`config.mk`:
```
export PLATFORM = sky130hd
export DESIGN_NAME = mul_approx_seq
export DESIGN_NICKNAME = d
export VERILOG_FILES = /design/src/rtl/mul_approx_seq.sv
export SDC_FILE = /design/constraint.sdc
export NUM_CORES = 1
export LEC_CHECK = 0
export BUFFER_PORTS_ARGS = -buffer_cell sky130_fd_sc_hd__buf_2
export CAP_MARGIN = 30
export CORE_MARGIN = 3
export CORE_UTILIZATION = 55
export DETAILED_ROUTE_END_ITERATION = 10
export PLACE_DENSITY = 0.78
export SLEW_MARGIN = 20
export SYNTH_ARGS = -nofsm -noshare
export SYNTH_HDL_FRONTEND = slang
export SYNTH_SLANG_ARGS = --single-unit
export TNS_END_PERCENT = 5
```
`constraint.sdc`:
```
create_clock -name clk -period 3.8 [get_ports clk]
set_input_delay 0.38 -clock clk [delete_from_list [all_inputs] [get_ports clk]]
set_output_delay 0.38 -clock clk [all_outputs]
set_load 0.05 [all_outputs]
```
`src/rtl/mul_approx_seq.sv`:
```
// Shift-add multiplier (one partial-product row per cycle) with optional column truncation.
// Result appears WIDTH cycles after accept and is held in DONE until out_ready; in_ready only in IDLE.
module mul_approx_seq #(
  parameter int WIDTH = 6,
  parameter int TRUNC = 4
) (
  input  logic               clk,
  input  logic               rst_n,
  input  logic               in_valid,
  output logic               in_ready,
  input  logic [WIDTH-1:0]   a,
  input  logic [WIDTH-1:0]   b,
  input  logic               approx,
  output logic               out_valid,
  input  logic               out_ready,
  output logic [2*WIDTH-1:0] product,
  output logic               approx_o
);

  localparam int PW = 2 * WIDTH;
  localparam int RW = $clog2(WIDTH);

  localparam logic [1:0] S_IDLE = 2'd0;
  localparam logic [1:0] S_RUN  = 2'd1;
  localparam logic [1:0] S_DONE = 2'd2;

  // Bit a[i]&b[j] lands in column i+j, so dropping columns below TRUNC drops exactly those terms.
  localparam logic [PW-1:0] APPROX_KEEP = {PW{1'b1}} << TRUNC;
  localparam logic [RW-1:0] LAST_ROW    = RW'(WIDTH - 1);

  logic [1:0]       state_q,  state_d;
  logic [WIDTH-1:0] a_q,      a_d;
  logic [WIDTH-1:0] b_q,      b_d;
  logic             approx_q, approx_d;
  logic [PW-1:0]    acc_q,    acc_d;
  logic [RW-1:0]    row_q,    row_d;
  logic [PW-1:0]    row_pp;

  always_comb begin
    row_pp = '0;
    if (b_q[row_q]) begin
      row_pp = PW'(a_q) << row_q;
    end
    if (approx_q) begin
      row_pp = row_pp & APPROX_KEEP;
    end
  end

  always_comb begin
    state_d  = state_q;
    a_d      = a_q;
    b_d      = b_q;
    approx_d = approx_q;
    acc_d    = acc_q;
    row_d    = row_q;
    case (state_q)
      S_IDLE: begin
        if (in_valid) begin
          a_d      = a;
          b_d      = b;
          approx_d = approx;
          acc_d    = '0;
          row_d    = '0;
          state_d  = S_RUN;
        end
      end
      S_RUN: begin
        acc_d = acc_q + row_pp;
        row_d = row_q + RW'(1);
        if (row_q == LAST_ROW) begin
          row_d   = '0;
          state_d = S_DONE;
        end
      end
      S_DONE: begin
        if (out_ready) begin
          state_d = S_IDLE;
        end
      end
      default: begin
        state_d = S_IDLE;
      end
    endcase
  end

  always_ff @(posedge clk) begin
    if (!rst_n) begin
      state_q  <= S_IDLE;
      a_q      <= '0;
      b_q      <= '0;
      approx_q <= 1'b0;
      acc_q    <= '0;
      row_q    <= '0;
    end else begin
      state_q  <= state_d;
      a_q      <= a_d;
      b_q      <= b_d;
      approx_q <= approx_d;
      acc_q    <= acc_d;
      row_q    <= row_d;
    end
  end

  assign in_ready  = (state_q == S_IDLE);
  assign out_valid = (state_q == S_DONE);
  assign product   = acc_q;
  assign approx_o  = approx_q;

endmodule
```
# Yosys cells after proc, flatten, opt, wreduce, memory -nomap -nowiden
# Index checks and enable logic that the tools add are counted.
# totals
register_bits	30
out_inout_bits	15
input_bits	17
# op_classes
n_reduce_logical	5
magnitude_cmp	1
addsub	2
muxes	13
eq_ne	6
shift	1
# op_table
op	count
two-way mux 12 bit	2
one-hot mux 12 bit (2 select lines)	1
adder 12 bit	1
<< shifter 6 x 3 -> 12 bit	1
two-way mux 2 bit	3
two-way mux 3 bit	2
one-hot mux 2 bit (3 select lines)	1
one-hot mux 3 bit (2 select lines)	1
< comparator 3 x 4 -> 1 bit, second input constant	1
two-way mux 4 bit	1
!= test 2 bit, second input constant	2
AND reduction 2 bit	2
adder 3 x 1 -> 3 bit, second input constant	1
binary-select mux 1 bit (select 3 bit)	1
equality test 3 bit, second input constant	1
AND reduction 3 bit	1
equality test 2 x 1 -> 1 bit, second input constant	1
equality test 2 bit, second input constant	1
zero test 2 bit	1
!= test 2 x 1 -> 1 bit, second input constant	1
nonzero test 2 bit	1
two-way mux 1 bit	1

# Longest topological paths before layout
# Gate-level depths: netlist of the first run.
# logic_depth
ltp_word	6
ltp_mapped	12

# Least setup slack after synthesis of the first run
# OpenSTA, ideal clock, no wires.
# synth_path
path_type	reg-to-reg
startpoint	reg row_q[0]
endpoint	reg acc_q[10], in the netlist product[10]
path_slack_ns	0.879
arrival_ns	2.834
path_stages_with_launch	13
n_path_buf	1
setup_time_ns	0.087
path_cell_list	dfxtp_1 buf_4 mux4_2 and2_4 nand2b_1 nor4b_2 ha_1 fa_1 a211oi_2 o21ai_2 and3_4 o31a_1 o31ai_1
# synth_between
elab_chain_len	6
# synth_lines
item	line_no	source
start, declared	36	logic [RW-1:0] row_q, row_d;
start signal, assigned	100	row_q <= row_d;
binary-select mux 1 bit (select 3 bit)	41	if (b_q[row_q]) begin
two-way mux 1 bit (not written as such)	41	
two-way mux 12 bit (*)	41	
two-way mux 4 bit	44	if (approx_q) begin
adder 12 bit (*)	68	acc_d = acc_q + row_pp;
one-hot mux 12 bit (2 select lines) (*)	56	case (state_q)
end signal, assigned	92	acc_q <= '0;
end signal, assigned	99	acc_q <= acc_d;
end, declared	35	logic [PW-1:0] acc_q, acc_d;
# Every way passes the cells marked *; elsewhere a longest branch is shown, timed or not. The select of a mux whose other input is x is not followed.
# A chain may end at the register's enable or synchronous reset.

# Worst setup path in the final report of the first run
# Same ends and word-level chain as after synthesis.

==> flow_metrics.py, run 1 <==
metrics = {
    "synth": {
        "ys_seq_area_frac": 0.322,
        "syn_inst": 236,
        "synth-edff-count": 0,
        "synth_top_area_cell": "dfxtp_1",
        "synth_ff_type": "dfxtp_1",
        "synth.area.top_cells": "dfxtp_1 32%, nand2_1 9.4%, a21oi_1 7.8%",
        "ys_types": 50,
        "yosys_warnings": 0,
        "synth_seq_cells": 30,
        "netlist_area_mm2": 0.00187,
        "synth.avg_cell_area_um2": 7.92,
        "postSynthNetCount": 265,
        "netlist.area_leader.share": 0.322,
        "async_flop_share": 0,
    },
    "clocking": {
        "clock_path_buffers": 2,
        "htreeDepth": 2,
        "postCtsResizedCells": 0,
        "ctsHoldBuffers": 0,
        "cts_root_buffer": "clkbuf_4",
        "clkTransAtPathRegs_ns": 0.10,
        "clkSinkCount": 30,
        "clk-insertion-delay-late_ns": 0.33,
        "cts_tree": "built",
        "cts_buffers": 5,
        "cts_setup_buffers": 0,
    },
    "timing": {
        "finalSetupViolCount": 0,
        "setup_tns_ns": 0,
        "fin_skew_ns": 0.00959,
        "slew_headroom": 0.540,
        "worst_pin_slew_ns": 0.689,
        "fin_crit_sh": 0.777,
        "hold_viol_final": 0,
        "rsz0062_at_grt": "no",
        "finalWorstSetupSlack_ns": 0.846,
        "period_minus_slack_ns": 2.95,
        "slew_violations": 0,
        "max_freq_mhz": 338,
    },
    "worst_setup_path": {
        "arrival_ns": 3.21,
        "worstSetupPathType": "reg2reg",
        "r2r_end": "product[10]$_SDFFE_PN0P_",
        "worstPathRequired_ns": 4.06,
        "timing.rr.start": "row_q[0]$_SDFFE_PN0P_",
        "rr_worst_depth": 11,
        "worst_setup_path_start_kind": "flop",
        "endpoint_kind": "flop",
        "reg2reg_slack_ns": 0.85,
        "cp_max_fo": 4,
    },
    "detailed_routing": {
        "drt_first_pass_iters": 4,
        "ant_nets": 0,
        "vias": 1746,
        "routed_wl_mm": 4.12,
        "drc_errors": 0,
        "drtIter0Drc": 127,
        "via_per_inst": 5.63,
        "wire_per_inst_um": 13.3,
    },
    "cells_and_area": {
        "final_common_cell": "nand2_1",
        "final_nets": 294,
        "final_cell_mix": "47 x nand2_1, 31 x buf_2, 30 x dfxtp_1",
        "syn_to_final_growth_pct": 12.3,
        "drive_above_1_share": 0.207,
        "antennaDiodeCount": 0,
    },
    "grt": {
        "antenna_found_initial": 0,
        "grt_util_met2": 0.370,
        "grt_pass1_vias": 1694,
        "grt_first_pass_wirelength_mm": 7.57,
        "overflow": 0,
        "grt_max_degree": 24,
        "grt-busiest-layer": "met2",
        "grt_use_met1": 0.308,
        "grtUsageMet3": 0.0475,
        "grt.total_usage": 0.231,
    },
    "worst_hold_path": {
        "holdCritPathClass": "in2reg",
        "hold_end": "a_q[4]$_SDFFE_PN0P_",
        "holdPathStages": 3,
        "hold_path_startpoint": "a[4]",
    },
    "pwr": {
        "p_per_area_mw_per_mm2": 295,
        "ir_drop_uv": 290,
        "p_leak_nw": 0.911,
    },
    "die": {
        "num_io_pins": 32,
        "core_mm2": 0.00315,
        "dieArea_mm2": 0.00413,
        "start_util": 0.592,
        "die_w_um": 64.3,
        "rows": 20,
        "die_h_um": 64.3,
    },
    "placement": {
        "globalplace.congestion": 0.889,
        "place_ws_ns": 0.864,
        "portBuffers": 31,
        "hpwl_mm": 3.08,
    },
    "status": {
        "outcome": "complete, no violations",
    },
    "run": {
        "cap_violations": 0,
    },
}
==> critical path, cell delays in order, from the launching register on <==
cell and delay [ns]:
dfxtp_1 0.37, mux4_2 0.50, and2_4 0.18, nand2b_1 0.14
nor4b_2 0.07, ha_1 0.22, fa_1 0.43, a211oi_2 0.26
o21ai_2 0.12, and3_4 0.18, o31a_1 0.23, o31ai_1 0.17
==> worst max-delay path by stage <==
stage                                     to  slack, ns             startpoint
global route        product[10]$_SDFFE_PN0P_       0.61  row_q[0]$_SDFFE_PN0P_
detailed placement  product[10]$_SDFFE_PN0P_       0.86  row_q[0]$_SDFFE_PN0P_
CTS                 product[10]$_SDFFE_PN0P_       0.82  row_q[0]$_SDFFE_PN0P_
floorplan           product[10]$_SDFFE_PN0P_       0.88  row_q[0]$_SDFFE_PN0P_
finish              product[10]$_SDFFE_PN0P_       0.85  row_q[0]$_SDFFE_PN0P_
global placement    product[10]$_SDFFE_PN0P_       0.91  row_q[0]$_SDFFE_PN0P_
==> state kept, by name, indices dropped and copies added, names as in the netlist <==
| signal | flops |
|---|---|
| state_q | 2 |
| b_q | 6 |
| a_q | 6 |
| approx_o | 1 |
| product | 12 |
| row_q | 3 |
==> cells by family (layout without fill, tap and decap cells) <==
kind of cell / after synthesis / in the layout / share of synthesized area
DFF: 30 / 30 / 0.322
AOI/OAI and AO/OA: 65 / 65 / 0.225
and+or+nand+nor: 98 / 98 / 0.238
muxes: 11 / 11 / 0.0670
xor gates and xnor gates: 6 / 6 / 0.0281
adders and majority gates: 12 / 12 / 0.0844
buffers and inverters: 14 / 44 / 0.0355
==> cells in the mapped netlist, drive strengths merged (2+ instances only) <==
cell,number
nand3,6
o211ai,3
o21ai,12
xor2,5
a31oi,2
nor2,23
nand2,47
a211oi,2
o31ai,2
ha,11
a21o,4
and3,3
clkbuf,7
mux2,2
nand2b,2
a32oi,2
buf,4
nor2b,5
dfxtp,30
and2,4
a21oi,30
nor4,3
nor3,2
mux2i,8
inv,3
==> area by class of cell <==
| cell class | instances | area, um^2 |
|---|---|---|
| Inverter | 3 | 11.3 |
| Tap cell | 44 | 55.1 |
| Sequential cell | 30 | 601 |
| Clock buffer | 7 | 55.1 |
| Clock inverter | 1 | 5.00 |
| Timing Repair Buffer | 33 | 170 |
| Multi-Input combinational cell | 192 | 1200 |
| Fill cell | 286 | 1050 |
==> layer usage <==
| layer | wire length, um | share of wire |
|---|---|---|
| met2 | 1910 | 0.46 |
| met3 | 142 | 0.034 |
| met1 | 2000 | 0.49 |
| met4 | 67 | 0.016 |
| met5 | 0 | 0 |
==> power breakdown <==
part	internal (mW)	leakage, nW	switching [mW]
registers	0.325	0.244	0.00915
logic	0.0313	0.632	0.0567
clock network	0.0895	0.0353	0.108
==> per-stage QoR <==
stage,cells,area (um^2),total power [mW],utilization,hold WS [ns]
2_1_floorplan,236,1870,0.406,-,0.433
5_1_grt,310,2100,0.652,0.665,0.270
6_report,310,2100,0.620,0.665,0.274
3_3_place_gp,302,2040,0.426,0.646,0.446
4_1_cts,310,2100,0.629,0.665,0.267
3_5_place_dp,302,2040,0.428,0.646,0.451
Note: power is estimated with default switching activity, not from simulation.
==> inputs of run 2 (changes only) <==
- ABC_AREA: not set -> 1
- clock period: 3.8 -> 2.9 ns (I/O delays scaled with it)
==> run 2 against run 1 <==
Combinational power rose to 2.9 times the previous value. Via count rose by 21%. Clock skew fell by 0.0048 ns. First-iteration DRC count rose by 46%. Register-to-register slack got worse by 0.44 ns. Worst setup slack got worse by 0.44 ns. Power rose by 72%. Largest power group unchanged.
==> flow_metrics.py, run 2 <==
metrics = {
    "status": {
        "outcome": "complete, no violations",
    },
    "timing": {
        "hold_viol_final": 0,
        "slew_violations": 0,
        "slew_headroom": 0.597,
        "finalWorstSetupSlack_ns": 0.409,
        "finalSetupViolCount": 0,
        "period_minus_slack_ns": 2.49,
        "fin_skew_ns": 0.00478,
        "fin_crit_sh": 0.859,
        "max_freq_mhz": 402,
        "rsz0062_at_grt": "no",
        "whs_ns": 0.225,
        "setup_tns_ns": 0,
        "worst_pin_slew_ns": 0.604,
    },
    "worst_setup_path": {
        "cp_cell_sequence": "inv_2, o211ai_1, o22ai_2, nand2_1, nor2_1, ha_1, fa_1, nand2_1, nand3_1, nand2_1, inv_2, nand2_1, nand2_1, nand2_1, nand3_1, a21oi_1",
        "endpoint_kind": "flop",
        "cp_max_fo": 9,
        "cpMaxStageDelayCell": "dfxtp_1",
        "arrival_ns": 2.70,
        "cp_top_family": "adder cells",
        "worst_setup_path_start_kind": "flop",
        "cpPeakStageDelay_ns": 0.49,
        "crit_buf_inv": 2,
        "worstSetupPathType": "reg2reg",
        "crit_top_cell": "nand2_1",
        "worstPathRequired_ns": 3.11,
    },
    "synth": {
        "synth.area.top_cells": "dfxtp_1 29%, nand2_1 16%, nor2_1 8.8%",
        "synth_seq_cells": 30,
        "yosys-top-cells-count": "85 x nand2_1, 48 x nor2_1, 30 x dfxtp_1",
        "postSynthNetCount": 345,
        "synth-edff-count": 0,
        "yosys_warnings": 0,
        "netlist_area_mm2": 0.00204,
        "async_flop_share": 0,
        "synth_top_area_cell": "dfxtp_1",
        "synth_ff_type": "dfxtp_1",
        "yosysMostFrequentCell": "nand2_1",
        "ys_types": 38,
        "synth.avg_cell_area_um2": 6.45,
        "syn_inst": 316,
        "ys_seq_area_frac": 0.295,
        "netlist.area_leader.share": 0.295,
    },
    "clocking": {
        "htreeDepth": 2,
        "cts_root_buffer": "clkbuf_8",
        "clk-insertion-delay-late_ns": 0.28,
        "ctsHoldBuffers": 0,
        "clock_path_buffers": 2,
        "clkTransAtPathRegs_ns": 0.07,
        "postCtsResizedCells": 0,
        "cts_setup_buffers": 0,
        "clkSinkCount": 30,
        "cts_tree": "built",
        "cts_buffers": 5,
    },
    "pwr": {
        "p_sw_mw": 0.359,
        "p_per_area_mw_per_mm2": 466,
        "switching_share": 0.337,
        "cellInternalPower_mw": 0.705,
        "p_leak_nw": 1.13,
        "pwr-share-comb": 0.236,
        "clkPwrFrac": 0.334,
        "p_seq_frac": 0.430,
        "ir_drop_uv": 404,
    },
    "grt": {
        "grtUsageMet3": 0.0472,
        "grt.total_usage": 0.247,
        "overflow": 0,
        "grt_use_met1": 0.296,
        "grt_max_degree": 19,
        "grt_util_met2": 0.415,
        "grt_pass1_vias": 2003,
        "grt_first_pass_wirelength_mm": 8.45,
        "grt-busiest-layer": "met2",
        "antenna_found_initial": 0,
    },
    "placement": {
        "globalplace.congestion": 1.02,
        "place_ws_ns": 0.452,
        "dp.cells": 385,
        "portBuffers": 31,
        "hpwl_mm": 3.63,
    },
    "cells_and_area": {
        "largest_register_ffs": 12,
        "drive_above_1_share": 0.170,
        "fin_cells": 393,
        "final_cell_mix": "85 x nand2_1, 48 x nor2_1, 31 x buf_2",
        "final_nets": 375,
        "final_common_cell": "nand2_1",
        "antennaDiodeCount": 0,
        "final_core_util": 0.663,
        "syn_to_final_growth_pct": 12.0,
    },
    "die": {
        "num_io_pins": 32,
        "rows": 21,
        "die_w_um": 66.9,
        "dieArea_mm2": 0.00447,
        "die_h_um": 66.9,
        "start_util": 0.592,
        "core_mm2": 0.00344,
    },
    "detailed_routing": {
        "drc_errors": 0,
        "vias": 2109,
        "via_per_inst": 5.37,
        "ant_nets": 0,
        "drtIter0Drc": 185,
        "drt_first_pass_iters": 4,
        "routed_wl_mm": 4.82,
        "wire_per_inst_um": 12.3,
    },
    "run": {
        "cap_violations": 0,
    },
    "worst_hold_path": {
        "holdCritPathClass": "in2reg",
    },
}
run 2: changes by cell type after synthesis, moves of 5 or more:
cell / before / now
nor2b_1: 5 / 0
a21oi_1: 29 / 23
inv_1: 3 / 25
o21ai_0: 10 / 25
nand3_1: 6 / 18
nand2_1: 47 / 85
clkbuf_1: 7 / 1
inv_2: 0 / 7
nor2_1: 23 / 48
mux2i_1: 8 / 2
run 2: routing by layer:
metal  vias to the layer above  part of all wire
li1                       1091                 -
met1                       947              0.45
met2                        54              0.48
met3                        17             0.039
met4                         0             0.031
met5                         -                 0
run 2: cell families after synthesis:
kind of cell / share of synthesized area
mux: 0.00983
xor+xnor: 0.00430
compound gates: 0.166
fa+ha+maj: 0.0774
simple gates: 0.351
flops: 0.295
buf+inv: 0.0970
run 2: power groups by stage:
stage / Clock, mW / Sequential, mW / Combinational [mW]
floorplan: 0 / 0.476 / 0.191
global placement: 0 / 0.465 / 0.245
detailed placement: 0 / 0.466 / 0.247
CTS: 0.360 / 0.457 / 0.249
global route: 0.383 / 0.460 / 0.282
finish: 0.356 / 0.457 / 0.251
run 2: metrics by stage:
stage	total power [mW]	cell area [um^2]
floorplan	0.666	2040
global placement	0.710	2190
detailed placement	0.713	2190
CTS	1.07	2280
global route	1.13	2280
finish	1.06	2280
run 2: area by class of cell:
class                      instances  area, um^2
multi-input combinational        244        1240
fill                             327        1160
sequential                        30         601
timing repair buffer              33         170
inverter                          32         120
clock buffer                       6        82.6
tap                               46        57.6
clock inverter                     2        12.5
run 2: path summary, 6_finish.rpt:
| check | from | endpoint | slack, ns | cells after the start |
|---|---|---|---|---|
| worst max-delay path | row_q[2]$_SDFFE_PN0P_ | product[8]$_SDFFE_PN0P_ | 0.41 | 16 |
| worst min-delay path | b[2] | b_q[2]$_SDFFE_PN0P_ | 0.23 | 3 |
| worst max register to register | row_q[2]$_SDFFE_PN0P_ | product[8]$_SDFFE_PN0P_ | 0.41 | 16 |
| worst min register to register | a_q[3]$_SDFFE_PN0P_ | a_q[3]$_SDFFE_PN0P_ | 0.48 | 2 |
run 2: worst min-delay path, delay by kind of cell:
| family | cells | cell delay (ns) |
|---|---|---|
| and+or+nand+nor | 2 | 0.11 |
| buffers and inverters | 1 | 0.07 |
